## src/rtl/cpu_pkg.sv

```systemverilog
// Shared CPU definitions for the execute-stage operand slice.
//   - default widths for data, ALU opcode, register index and stall counter
//   - alu_op_t    : ALU operation encodings
//   - id_ex_t     : fields captured in the ID/EX pipeline register
//   - fwd_sel_t   : operand source select produced by the hazard unit
//   - src_hazard(): "source depends on a pending write" test
package cpu_pkg;

  localparam int unsigned CPU_DATA_W = 32;
  localparam int unsigned CPU_OP_W   = 4;
  localparam int unsigned CPU_REG_W  = 5;
  localparam int unsigned CPU_CNT_W  = 16;

  typedef enum logic [CPU_OP_W-1:0] {
    ALU_AND  = 4'b0000,
    ALU_OR   = 4'b0001,
    ALU_ADD  = 4'b0010,
    ALU_SUB  = 4'b0011,
    ALU_SLL  = 4'b0100,
    ALU_SLT  = 4'b0101,
    ALU_XOR  = 4'b0110,
    ALU_SRL  = 4'b0111,
    ALU_SRA  = 4'b1000,
    ALU_NOR  = 4'b1001,
    ALU_BEQ  = 4'b1010,
    ALU_BNE  = 4'b1011,
    ALU_SLTU = 4'b1100,
    ALU_BLT  = 4'b1101,
    ALU_BGE  = 4'b1110
  } alu_op_t;

  typedef struct packed {
    logic                  valid;
    logic [CPU_REG_W-1:0]  rs1;
    logic [CPU_REG_W-1:0]  rs2;
    logic [CPU_REG_W-1:0]  rd;
    logic                  uses_rs1;
    logic                  uses_rs2;
    logic [CPU_DATA_W-1:0] rs1_data;
    logic [CPU_DATA_W-1:0] rs2_data;
    logic [CPU_DATA_W-1:0] imm;
    logic                  alu_src;
    alu_op_t               alu_op;
    logic                  reg_write;
    logic                  mem_read;
    logic                  mem_write;
  } id_ex_t;

  typedef enum logic [1:0] {
    FWD_NONE  = 2'b00,
    FWD_EXMEM = 2'b01,
    FWD_MEMWB = 2'b10
  } fwd_sel_t;

  // Register 0 is hard-wired, so a write to it never creates a dependency.
  function automatic logic src_hazard(input logic                 used,
                                      input logic                 valid,
                                      input logic [CPU_REG_W-1:0] src,
                                      input logic [CPU_REG_W-1:0] rd,
                                      input logic                 we);
    return used && valid && we && (rd == src) && (rd != '0);
  endfunction

endpackage

```

## src/rtl/hazard_unit.sv

```systemverilog
// Combinational RAW hazard detection and forward-select generation.
// Build option: FORWARDING_EN
//   defined   - EX sources may be forwarded from EX/MEM or MEM/WB; only a
//               load in EX feeding the ID instruction stalls.
//   undefined - no forwarding; any pending write (EX, EX/MEM, MEM/WB) to an
//               ID source stalls.
// Ports:
//   i_id_*     : instruction in decode (valid, source indices, source use)
//   i_ex_*     : instruction in EX (valid, sources, rd, gated write/load bits)
//   i_exmem_*  : EX/MEM destination and write enable
//   i_memwb_*  : MEM/WB destination and write enable
//   i_flush    : redirect; suppresses the stall
//   o_id_stall : hold PC and IF/ID, bubble EX
//   o_fwd_a/b  : operand source select for EX rs1 / rs2
module hazard_unit
  import cpu_pkg::*;
(
  input  logic                 i_id_valid,
  input  logic [CPU_REG_W-1:0] i_id_rs1,
  input  logic [CPU_REG_W-1:0] i_id_rs2,
  input  logic                 i_id_uses_rs1,
  input  logic                 i_id_uses_rs2,
  input  logic                 i_ex_valid,
  input  logic [CPU_REG_W-1:0] i_ex_rs1,
  input  logic [CPU_REG_W-1:0] i_ex_rs2,
  input  logic                 i_ex_uses_rs1,
  input  logic                 i_ex_uses_rs2,
  input  logic [CPU_REG_W-1:0] i_ex_rd,
  input  logic                 i_ex_reg_write,
  input  logic                 i_ex_mem_read,
  input  logic [CPU_REG_W-1:0] i_exmem_rd,
  input  logic                 i_exmem_reg_write,
  input  logic [CPU_REG_W-1:0] i_memwb_rd,
  input  logic                 i_memwb_reg_write,
  input  logic                 i_flush,
  output logic                 o_id_stall,
  output fwd_sel_t             o_fwd_a,
  output fwd_sel_t             o_fwd_b
);

`ifdef FORWARDING_EN
  localparam bit FWD_EN = 1'b1;
`else
  localparam bit FWD_EN = 1'b0;
`endif

  logic w_id_ex_hz, w_id_exmem_hz, w_id_memwb_hz, w_stall_raw;
  logic w_a_exmem, w_a_memwb, w_b_exmem, w_b_memwb;

  // ID sources against each downstream stage (i_ex_reg_write is already
  // gated by EX valid, so a bubble never hazards).
  assign w_id_ex_hz =
      src_hazard(i_id_uses_rs1, i_id_valid, i_id_rs1, i_ex_rd, i_ex_reg_write) |
      src_hazard(i_id_uses_rs2, i_id_valid, i_id_rs2, i_ex_rd, i_ex_reg_write);
  assign w_id_exmem_hz =
      src_hazard(i_id_uses_rs1, i_id_valid, i_id_rs1, i_exmem_rd, i_exmem_reg_write) |
      src_hazard(i_id_uses_rs2, i_id_valid, i_id_rs2, i_exmem_rd, i_exmem_reg_write);
  assign w_id_memwb_hz =
      src_hazard(i_id_uses_rs1, i_id_valid, i_id_rs1, i_memwb_rd, i_memwb_reg_write) |
      src_hazard(i_id_uses_rs2, i_id_valid, i_id_rs2, i_memwb_rd, i_memwb_reg_write);

  assign w_stall_raw = FWD_EN ? (w_id_ex_hz & i_ex_mem_read)
                              : (w_id_ex_hz | w_id_exmem_hz | w_id_memwb_hz);
  assign o_id_stall  = w_stall_raw & ~i_flush;

  // EX sources against the stages ahead; EX/MEM is the younger result.
  assign w_a_exmem = src_hazard(i_ex_uses_rs1, i_ex_valid, i_ex_rs1, i_exmem_rd, i_exmem_reg_write);
  assign w_a_memwb = src_hazard(i_ex_uses_rs1, i_ex_valid, i_ex_rs1, i_memwb_rd, i_memwb_reg_write);
  assign w_b_exmem = src_hazard(i_ex_uses_rs2, i_ex_valid, i_ex_rs2, i_exmem_rd, i_exmem_reg_write);
  assign w_b_memwb = src_hazard(i_ex_uses_rs2, i_ex_valid, i_ex_rs2, i_memwb_rd, i_memwb_reg_write);

  assign o_fwd_a = !FWD_EN   ? FWD_NONE  :
                   w_a_exmem ? FWD_EXMEM :
                   w_a_memwb ? FWD_MEMWB : FWD_NONE;
  assign o_fwd_b = !FWD_EN   ? FWD_NONE  :
                   w_b_exmem ? FWD_EXMEM :
                   w_b_memwb ? FWD_MEMWB : FWD_NONE;

endmodule

```

## src/rtl/ex_operand_stage.sv

```systemverilog
// ID/EX pipeline register with operand resolution for the execute-stage ALU.
// Build option: FORWARDING_EN (see hazard_unit) selects forwarding vs.
// stall-on-any-hazard operation.
// Ports:
//   clk, reset         : clock, synchronous active-high reset
//   id_*               : decoded instruction fields and register file data
//   flush              : branch redirect, kills the instruction entering EX
//   exmem_*, memwb_*   : destination/write-enable/result of later stages
//   id_stall           : hold PC and IF/ID this cycle
//   SrcA, SrcB, Operation : ALU inputs
//   ex_valid, ex_rd, ex_reg_write, ex_mem_read, ex_mem_write, ex_store_data
//                      : EX slot contents passed on to EX/MEM
//   stall_count        : saturating count of stall cycles
module ex_operand_stage
  import cpu_pkg::*;
#(
  parameter int unsigned DATA_WIDTH    = CPU_DATA_W,
  parameter int unsigned OPCODE_LENGTH = CPU_OP_W,
  parameter int unsigned REG_ADDR_W    = CPU_REG_W,
  parameter int unsigned CNT_W         = CPU_CNT_W
) (
  input  logic                     clk,
  input  logic                     reset,
  input  logic                     id_valid,
  input  logic [REG_ADDR_W-1:0]    id_rs1,
  input  logic [REG_ADDR_W-1:0]    id_rs2,
  input  logic [REG_ADDR_W-1:0]    id_rd,
  input  logic                     id_uses_rs1,
  input  logic                     id_uses_rs2,
  input  logic [DATA_WIDTH-1:0]    id_rs1_data,
  input  logic [DATA_WIDTH-1:0]    id_rs2_data,
  input  logic [DATA_WIDTH-1:0]    id_imm,
  input  logic                     id_alu_src,
  input  logic [OPCODE_LENGTH-1:0] id_alu_op,
  input  logic                     id_reg_write,
  input  logic                     id_mem_read,
  input  logic                     id_mem_write,
  input  logic                     flush,
  input  logic [REG_ADDR_W-1:0]    exmem_rd,
  input  logic                     exmem_reg_write,
  input  logic [DATA_WIDTH-1:0]    exmem_result,
  input  logic [REG_ADDR_W-1:0]    memwb_rd,
  input  logic                     memwb_reg_write,
  input  logic [DATA_WIDTH-1:0]    memwb_result,
  output logic                     id_stall,
  output logic [DATA_WIDTH-1:0]    SrcA,
  output logic [DATA_WIDTH-1:0]    SrcB,
  output logic [OPCODE_LENGTH-1:0] Operation,
  output logic                     ex_valid,
  output logic [REG_ADDR_W-1:0]    ex_rd,
  output logic                     ex_reg_write,
  output logic                     ex_mem_read,
  output logic                     ex_mem_write,
  output logic [DATA_WIDTH-1:0]    ex_store_data,
  output logic [CNT_W-1:0]         stall_count
);

  id_ex_t                  r_ex;
  id_ex_t                  w_id_fields;
  logic [CNT_W-1:0]        r_stall_cnt;
  logic                    w_id_stall;
  logic                    w_ex_reg_write, w_ex_mem_read, w_ex_mem_write;
  fwd_sel_t                w_fwd_a, w_fwd_b;
  logic [DATA_WIDTH-1:0]   w_rs1_res, w_rs2_res;

  assign w_id_fields = '{
    valid:     id_valid,
    rs1:       id_rs1,
    rs2:       id_rs2,
    rd:        id_rd,
    uses_rs1:  id_uses_rs1,
    uses_rs2:  id_uses_rs2,
    rs1_data:  id_rs1_data,
    rs2_data:  id_rs2_data,
    imm:       id_imm,
    alu_src:   id_alu_src,
    alu_op:    alu_op_t'(id_alu_op),
    reg_write: id_reg_write,
    mem_read:  id_mem_read,
    mem_write: id_mem_write
  };

  // Control bits of a bubble must never reach memory or the register file.
  assign w_ex_reg_write = r_ex.valid & r_ex.reg_write;
  assign w_ex_mem_read  = r_ex.valid & r_ex.mem_read;
  assign w_ex_mem_write = r_ex.valid & r_ex.mem_write;

  hazard_unit u_hazard (
    .i_id_valid        (id_valid),
    .i_id_rs1          (id_rs1),
    .i_id_rs2          (id_rs2),
    .i_id_uses_rs1     (id_uses_rs1),
    .i_id_uses_rs2     (id_uses_rs2),
    .i_ex_valid        (r_ex.valid),
    .i_ex_rs1          (r_ex.rs1),
    .i_ex_rs2          (r_ex.rs2),
    .i_ex_uses_rs1     (r_ex.uses_rs1),
    .i_ex_uses_rs2     (r_ex.uses_rs2),
    .i_ex_rd           (r_ex.rd),
    .i_ex_reg_write    (w_ex_reg_write),
    .i_ex_mem_read     (w_ex_mem_read),
    .i_exmem_rd        (exmem_rd),
    .i_exmem_reg_write (exmem_reg_write),
    .i_memwb_rd        (memwb_rd),
    .i_memwb_reg_write (memwb_reg_write),
    .i_flush           (flush),
    .o_id_stall        (w_id_stall),
    .o_fwd_a           (w_fwd_a),
    .o_fwd_b           (w_fwd_b)
  );

  always_ff @(posedge clk) begin
    if (reset) begin
      r_ex        <= '0;
      r_stall_cnt <= '0;
    end else begin
      // A bubble only clears valid; the stale fields are masked downstream.
      if (flush || w_id_stall) begin
        r_ex.valid <= 1'b0;
      end else begin
        r_ex <= w_id_fields;
      end
      if (w_id_stall && (r_stall_cnt != '1)) begin
        r_stall_cnt <= r_stall_cnt + 1'b1;
      end
    end
  end

  always_comb begin
    w_rs1_res = r_ex.rs1_data;
    case (w_fwd_a)
      FWD_EXMEM: w_rs1_res = exmem_result;
      FWD_MEMWB: w_rs1_res = memwb_result;
      default:   w_rs1_res = r_ex.rs1_data;
    endcase
  end

  always_comb begin
    w_rs2_res = r_ex.rs2_data;
    case (w_fwd_b)
      FWD_EXMEM: w_rs2_res = exmem_result;
      FWD_MEMWB: w_rs2_res = memwb_result;
      default:   w_rs2_res = r_ex.rs2_data;
    endcase
  end

  assign id_stall      = w_id_stall;
  assign SrcA          = w_rs1_res;
  assign SrcB          = r_ex.alu_src ? r_ex.imm : w_rs2_res;
  assign Operation     = r_ex.alu_op;
  assign ex_valid      = r_ex.valid;
  assign ex_rd         = r_ex.rd;
  assign ex_reg_write  = w_ex_reg_write;
  assign ex_mem_read   = w_ex_mem_read;
  assign ex_mem_write  = w_ex_mem_write;
  assign ex_store_data = w_rs2_res;
  assign stall_count   = r_stall_cnt;

endmodule

```

## config.mk

```make
export PLATFORM = sky130hd
export DESIGN_NAME = ex_operand_stage
export DESIGN_NICKNAME = d
export VERILOG_FILES = /design/src/rtl/cpu_pkg.sv /design/src/rtl/hazard_unit.sv /design/src/rtl/ex_operand_stage.sv
export SDC_FILE = /design/constraint.sdc
export NUM_CORES = 1
export LEC_CHECK = 0
export CAP_MARGIN = 20
export CORE_MARGIN = 10
export CORE_UTILIZATION = 43
export CTS_BUF_LIST = sky130_fd_sc_hd__clkbuf_2 sky130_fd_sc_hd__clkbuf_4 sky130_fd_sc_hd__clkbuf_8
export DETAILED_ROUTE_END_ITERATION = 16
export GPL_ROUTABILITY_DRIVEN = 0
export GPL_TIMING_DRIVEN = 0
export PLACE_DENSITY = 0.93
export SLEW_MARGIN = 20
export SYNTH_ARGS = -nofsm -noshare
export SYNTH_HDL_FRONTEND = slang
export SYNTH_HIERARCHICAL = 1
export SYNTH_SLANG_ARGS = --single-unit
export TNS_END_PERCENT = 10
```

## constraint.sdc

```tcl
create_clock -name clk -period 3.62 [get_ports clk]
set_input_delay 1.086 -clock clk [delete_from_list [all_inputs] [get_ports clk]]
set_output_delay 1.086 -clock clk [all_outputs]
set_load 0.02 [all_outputs]
```

=== Word-level counts from Yosys, hierarchy flattened ===
Index checks and enable logic that the tools add are counted.

* Register bits after elaboration: 126
* Latch bits: 0
* Memory bits (writable): 0
* ROM bits: 0
* Input port bits: 201
* Logic and storage cells: 56
* Memories: 0

* $add $sub $neg: 1
* Multiply operators: 0
* Divide/modulo/power cells: 0
* $lt $le $gt $ge: 0
* Equal/unequal tests: 7
* Shift operators: 0
* Multiplexer cells: 1
* Bitwise logic cells: 10
* Reductions and logical operators: 26

{| class="wikitable"
|+ Operators with widths
! cell !! count
|-
| $mux 32 || 1
|-
| $eq 5x5->1 || 6
|-
| $logic_and 1x1->1 || 21
|-
| $add 16x1->16 const B || 1
|-
| $ne 16x16->1 const B || 1
|-
| $reduce_bool 5->1 || 3
|-
| $or 1x1->1 || 5
|-
| $and 1x1->1 || 4
|-
| $reduce_or 2->1 || 1
|-
| $logic_or 1x1->1 || 1
|-
| $not 1->1 || 1
|}

=== Depth between registers and ports, before layout ===
Gate-level depths: netlist of the first run.

* Depth after elaboration: 10
* Gate-level depth with buffers: 11
* Gate-level depth less buffers: 9

=== By module ===
The synthesis of the first run kept the hierarchy.

{| class="wikitable"
|+ By module, submodules not included
! module !! instances !! cells an instance !! area an instance (um^2) !! seq. area each (um^2)
|-
| ex_operand_stage || 1 || 903 || 6673.9 || 2762.6
|-
| hazard_unit || 1 || 59 || 442.9 || 0.0
|}

=== Worst setup path before layout of the first run ===
Ideal clock, no wire load.

* Path type: input port to output port
* Start: in id_rs1[2]
* End: out id_stall
* Arrival: 2180 ps
* Required time: 2534 ps
* Path slack: 354 ps
* Stages: 5
* Path buffers: 0
* Cell sequence: xor2_1 -> nor4_1 -> nand4_1 -> a221oi_1 -> or3_1

* Word-level cells in the longest chain between the ends: 7

{| class="wikitable"
|+ Ends and longest elaborated chain
! element !! RTL line !! text
|-
| from (decl) || ex_operand_stage.sv:25 || <nowiki>input logic [REG_ADDR_W-1:0] id_rs1,</nowiki>
|-
| $eq 5x5->1 || cpu_pkg.sv:61 || <nowiki>return used && valid && we && (rd == src) && (rd != '0);</nowiki>
|-
| $logic_and 1x1->1 (2 in series) || cpu_pkg.sv:61 ||
|-
| $or 1x1->1 (on tied branches) || hazard_unit.sv:53, hazard_unit.sv:56 ||
|-
| $or 1x1->1 || hazard_unit.sv:63 || <nowiki>: (w_id_ex_hz | w_id_exmem_hz | w_id_memwb_hz);</nowiki>
|-
| $or 1x1->1 * || hazard_unit.sv:63 ||
|-
| $and 1x1->1 * || hazard_unit.sv:64 || <nowiki>assign o_id_stall = w_stall_raw & ~i_flush;</nowiki>
|-
| to (decl) || ex_operand_stage.sv:45 || <nowiki>output logic id_stall,</nowiki>
|}

Every way passes the cells marked *; elsewhere a longest branch is shown, timed or not.

=== Worst setup path in the final report of the first run ===
Ends and elaborated chain as after synthesis.

==> impl_metrics.ini, run 1 <==
[global_route]
grt.overflow.total = 0
grt_pass1_vias = 8314
wire_length_of_the_first_global_routing_pass_um = 47600
combined_global_route_utilization_of_all_metal_layers_pct = 28.3
largest_net_degree_at_the_start_of_global_routing = 17
antenna_found_initial = 4

[clocking]
h-tree-depth = 4
cts.sink_count = 126
tritoncts = yes
clk_transition_reported_paths_ps = 70
insertion_delay_ps = 460
cts_inserted_buffers = 17
cts_root_buf = sky130_fd_sc_hd__clkbuf_8
clk_path_buf_depth = 2

[timing]
relSlewSlack_pct = 58.3
final.hold.worst_slack_ps = 455
worst_pin_slew_ps = 620
rsz0062_at_grt = true
slew_violations = 0
post-route-period-util_pct = 99.7
maxClockFrequency_ghz = 0.277
finalCriticalPeriod_ps = 3610
fin_skew_ps = 12.7
final-hold-violation-count = 0
number_of_setup_violations_in_the_final_report = 0

[setup_path]
timing_worst_setup_path_type = in -> out
critPathBufInv = 2
critical_path.cell_chain = dlygate4sd2_1 -> xor2_1 -> nor4_1 -> nand4_1 -> a221oi_2 -> or3_4 -> buf_6
critPathLaunchType = primary input
crit_path_end_kind = primary output
timing.critical_path.fanout_max = 3
cpPeakStageDelay_ps = 300
cp.required_ps = 2530
cp_top_family = simple AND/OR/NAND/NOR gates
critPathArrivalTime_ps = 2520
timing.critical_path.slowest_stage_cell = sky130_fd_sc_hd__dlygate4sd2_1

[routing]
drt_first_pass_iters = 9
drt-total-wl_um = 31500
final_antenna_net_count = 0
routed-via-count = 8242
initial_drt_markers = 742
drc = 0
drt-vias-per-instance = 5.54
detail_route.wl_per_cell_um = 21.2

[finish]
post_route_cells_drive_above_1_share_pct = 9.51
nNetsFinal = 1469
synthToLayoutAreaGrowth_pct = 58.8
final_core_utilization_pct = 70.0
fin_cells = 1488

[power]
vdd.ir_drop.worst_mv = 0.360
leakagePower_nw = 3.98
pwr_density_cell_mw_per_mm2 = 360
post-layout-total-power_w = 0.00385

[synthesis]
post_synthesis_cell_count = 914
synth.avg_cell_area_um2 = 7.36
synthesis.yosys.warnings = 6
netlist_area_mm2 = 0.00673

[die]
coreArea_mm2 = 0.0153
floorplan.die_area_mm2 = 0.0210
die_height_um = 145
row_count = 45
floorplan.initialDensity_pct = 44.1
dieWidth_um = 145
ioPinCount = 327

[run_status]
status = complete, no violations

[placed_design]
hpwlAfterDp_um = 25000
numPlacedInstances = 1453
buffer_ports.inserted = 325

[min_path]
hold_class = reg -> reg

[run]
max-cap-violations = 0
==> worst reg2reg max path, stage by stage, from the launching register on <==
cell	delay [ps]
sky130_fd_sc_hd__dfxtp_1	450
sky130_fd_sc_hd__xor2_1	200
sky130_fd_sc_hd__nor4_1	70
sky130_fd_sc_hd__nand4_1	120
sky130_fd_sc_hd__a221oi_2	80
sky130_fd_sc_hd__or3_4	400
sky130_fd_sc_hd__buf_4	140
sky130_fd_sc_hd__buf_4	150
sky130_fd_sc_hd__nor2_1	210
sky130_fd_sc_hd__clkbuf_2	340
sky130_fd_sc_hd__clkbuf_1	470
sky130_fd_sc_hd__nand2_1	140
sky130_fd_sc_hd__a21oi_1	150
==> flip-flops by register name (all words and copies together) (netlist names) <==
signal,flops
r_ex,100
stall_count,16
ex_rd,5
Operation,4
ex_valid,1
==> final timing paths <==
kind                            slack (ps)  depth (start not counted)  endpoint  startpoint
worst max register to register         630                         12  r_ex[26]    ex_rd[3]
worst min-delay path                   450                          2   r_ex[1]     r_ex[1]
worst max-delay path                    10                          7  id_stall   id_rs1[2]
worst min register to register         450                          2   r_ex[1]     r_ex[1]
==> area by class of cell <==
class	count	area, um^2
Inverter	6	36.3
Clock inverter	5	82.6
Buffer	90	440
Timing Repair Buffer	327	3230
Antenna cell	4	10.0
Fill cell	1218	4570
Tap cell	211	264
Sequential cell	126	2520
Clock buffer	24	312
Multi-Input combinational cell	695	3790
==> placed cells by master, fill, tap and decap left out, types with 4 or more instances in the layout <==
cell type,n
sky130_fd_sc_hd__a21oi_1,120
sky130_fd_sc_hd__a22oi_1,64
sky130_fd_sc_hd__and2_1,4
sky130_fd_sc_hd__buf_2,11
sky130_fd_sc_hd__buf_4,17
sky130_fd_sc_hd__clkbuf_1,54
sky130_fd_sc_hd__clkbuf_2,15
sky130_fd_sc_hd__clkbuf_8,22
sky130_fd_sc_hd__clkdlybuf4s15_1,5
sky130_fd_sc_hd__clkdlybuf4s50_1,304
sky130_fd_sc_hd__conb_1,4
sky130_fd_sc_hd__dfxtp_1,126
sky130_fd_sc_hd__diode_2,4
sky130_fd_sc_hd__ha_1,5
sky130_fd_sc_hd__inv_1,5
sky130_fd_sc_hd__mux2_2,30
sky130_fd_sc_hd__nand2_1,285
sky130_fd_sc_hd__nand3_1,9
sky130_fd_sc_hd__nand4_1,9
sky130_fd_sc_hd__nor2_1,11
sky130_fd_sc_hd__nor3_1,12
sky130_fd_sc_hd__nor4_1,4
sky130_fd_sc_hd__o21ai_0,36
sky130_fd_sc_hd__o21ai_1,32
sky130_fd_sc_hd__xnor2_1,6
sky130_fd_sc_hd__xor2_1,24
==> routing by layer <==
layer | up-vias | share of wire (%) | GRT usage [%]
li1 | 3834 | - | -
met1 | 3862 | 39 | 32.5
met2 | 465 | 47 | 46.5
met3 | 81 | 9.5 | 8.88
met4 | 0 | 4.1 | 14.1
met5 | - | 0 | 0
==> per-stage QoR <==
step | area (um^2) | TNS, ps | setup slack [ps]
2_1_floorplan | 6740 | 0 | 354
3_3_place_gp | 10300 | -57190 | -960
3_5_place_dp | 10300 | -59830 | -972
4_1_cts | 10700 | -146 | -146
5_1_grt | 10700 | -71.6 | -71.6
6_report | 10700 | 0 | 10.2
==> what timing repair did <==
action,CTS,global route
resized for setup,30,38
endpoints found under the setup margin,117,110
setup buffers,1,1
hold buffers,0,0
pin swaps,7,15
==> power by group <==
group	leakage, nW	internal (W)	switching (W)
Clock	0.194	0.000697	0.000555
Combinational	2.75	0.000528	0.000576
Sequential	1.04	0.00146	0.0000393
Total	3.98	0.00268	0.00117
No activity file was read; power rests on OpenSTA's default activity.
==> inputs of run 2 (changes only) <==
- CTS_CLUSTER_SIZE: default -> 30
==> results of run 2 <==
Same layout as run 1: the final DEF is identical, and so are final timing and power.
==> inputs of run 3 (changes only) <==
- ABC_AREA: default -> 1
- CORE_UTILIZATION: 43 -> 44
==> impl_metrics.ini, run 3 <==
[run]
max-cap-violations = 0

[setup_path]
critPathArrivalTime_ps = 2460
worst_r2r_endpoint = r_ex[43]
timing.rr.start = ex_rd[0]
timing.critical_path.fanout_max = 3
crit_path_end_kind = primary output
cp.required_ps = 2530
timing.reg2reg.worst_path_depth = 17
timing_worst_setup_path_type = in -> out
r2r_slack_ps = 1290
critPathLaunchType = primary input

[timing]
worst_pin_slew_ps = 612
number_of_setup_violations_in_the_final_report = 0
relSlewSlack_pct = 59.2
post-route-period-util_pct = 97.9
slew_violations = 0
worst_setup_slack_after_layout_ps = 77.3
rsz0062_at_grt = false
finalCriticalPeriod_ps = 3540
final.hold.worst_slack_ps = 517
fin_skew_ps = 11.0
maxClockFrequency_ghz = 0.282
final-hold-violation-count = 0

[routing]
final_antenna_net_count = 0
drc = 0
drt-total-wl_um = 34000
initial_drt_markers = 872
detail_route.wl_per_cell_um = 19.0
drt_first_pass_iters = 7
routed-via-count = 9656
drt-vias-per-instance = 5.40

[min_path]
hold-path-endpoint = r_ex[0]
hold-path-cell-count = 2
min_from = r_ex[0]
hold_class = reg -> reg

[die]
ioPinCount = 327
row_count = 46
dieWidth_um = 147
floorplan.initialDensity_pct = 45.0
die_height_um = 147
coreArea_mm2 = 0.0159
floorplan.die_area_mm2 = 0.0218

[clocking]
clk_transition_reported_paths_ps = 70
postCtsHoldBufs = 0
h-tree-depth = 4
cts_root_buf = sky130_fd_sc_hd__clkbuf_8
clk_path_buf_depth = 2
tritoncts = yes
cts_inserted_buffers = 17
cts.sink_count = 126
insertion_delay_ps = 460

[finish]
registers.top_by_ff_count = r_ex
layout.cells.most_common = sky130_fd_sc_hd__nor2_1
nNetsFinal = 1763
largest_register_ff_count = 100
fillers = 1348
synthToLayoutAreaGrowth_pct = 55.8
post_route_cells_drive_above_1_share_pct = 6.50
layout.cells.most_common_list = sky130_fd_sc_hd__nor2_1, sky130_fd_sc_hd__clkdlybuf4s50_1, sky130_fd_sc_hd__nand2_1
final_core_utilization_pct = 70.1
fin_cells = 1789

[power]
post-layout-total-power_w = 0.00428
leakagePower_nw = 4.94
pwr_density_cell_mw_per_mm2 = 384
vdd.ir_drop.worst_mv = 0.331

[placed_design]
buffer_ports.inserted = 326
numPlacedInstances = 1753
hpwlAfterDp_um = 27000
detailedPlace.worstSlack_ps = -620

[global_route]
combined_global_route_utilization_of_all_metal_layers_pct = 29.2
largest_net_degree_at_the_start_of_global_routing = 17
grt.overflow.total = 0
grt_pass1_vias = 9310
antenna_found_initial = 4
wire_length_of_the_first_global_routing_pass_um = 50400

[synthesis]
netlist_area_mm2 = 0.00715
post_synthesis_cell_count = 1208
synth.avg_cell_area_um2 = 5.92
synthesis.yosys.warnings = 6

[run_status]
status = complete, no violations
==> run 3: metrics by stage <==
stage | instance area, um^2 | TNS [ps]
2_1_floorplan | 7160 | 0
3_3_place_gp | 10700 | -624
3_5_place_dp | 10700 | -620
4_1_cts | 11100 | -14.1
5_1_grt | 11100 | 0
6_report | 11100 | 0
==> run 3: power breakdown <==
group	total (W)	internal, W	leakage [nW]	switching, W
Combinational	0.00146	0.000653	3.70	0.000805
Sequential	0.00153	0.00148	1.04	0.0000566
Clock	0.00129	0.000671	0.193	0.000616
==> run 3: what timing repair did <==
action | CTS | global route
resized for setup | 19 | 12
pin swaps | 0 | 1
endpoints found under the setup margin | 20 | 17
setup buffers | 0 | 2
==> run 3: area by class of cell <==
cell class	count	area, um^2	area share [%]
clock inverter	11	133	1.19
timing repair buffer	328	3290	29.5
tap	216	270	2.43
buffer	86	440	3.95
clock buffer	21	277	2.48
sequential	126	2520	22.6
inverter	56	213	1.91
multi-input combinational	942	3990	35.8
antenna	3	7.51	0.0674
==> run 3: critical path, stage by stage <==
cell                              delay, ps
sky130_fd_sc_hd__clkdlybuf4s50_1        510
sky130_fd_sc_hd__inv_1                   80
sky130_fd_sc_hd__nand2_1                 70
sky130_fd_sc_hd__nand2_1                 70
sky130_fd_sc_hd__nor2_1                 100
sky130_fd_sc_hd__nand3_1                 70
sky130_fd_sc_hd__nand2_1                 70
sky130_fd_sc_hd__nand2_1                 50
sky130_fd_sc_hd__nand3_1                 70
sky130_fd_sc_hd__nand2_1                 80
sky130_fd_sc_hd__inv_4                   80
sky130_fd_sc_hd__buf_6                  110
==> run 3: worst max-delay path by stage <==
stage	from	to	slack [ps]	cells past startpoint
5_1_grt	id_rs2[0]	id_stall	5	11
6_report	exmem_rd[0]	id_stall	80	12
3_3_place_gp	id_valid	id_stall	-620	12
4_1_cts	memwb_rd[2]	id_stall	-10	12
2_1_floorplan	id_uses_rs1	id_stall	710	10
3_5_place_dp	id_rs1[1]	id_stall	-620	12
==> run 3: per-layer routing <==
layer  GRT usage, %  up-vias  part of all wire [%]  wire [um]
met5              0        -                 0.038         13
li1               -     4509                     -          -
met4           14.5        2                   5.6       1900
met1           31.5     4305                    36      12100
met3           10.9      138                    12       4120
met2           49.5      702                    47      15900
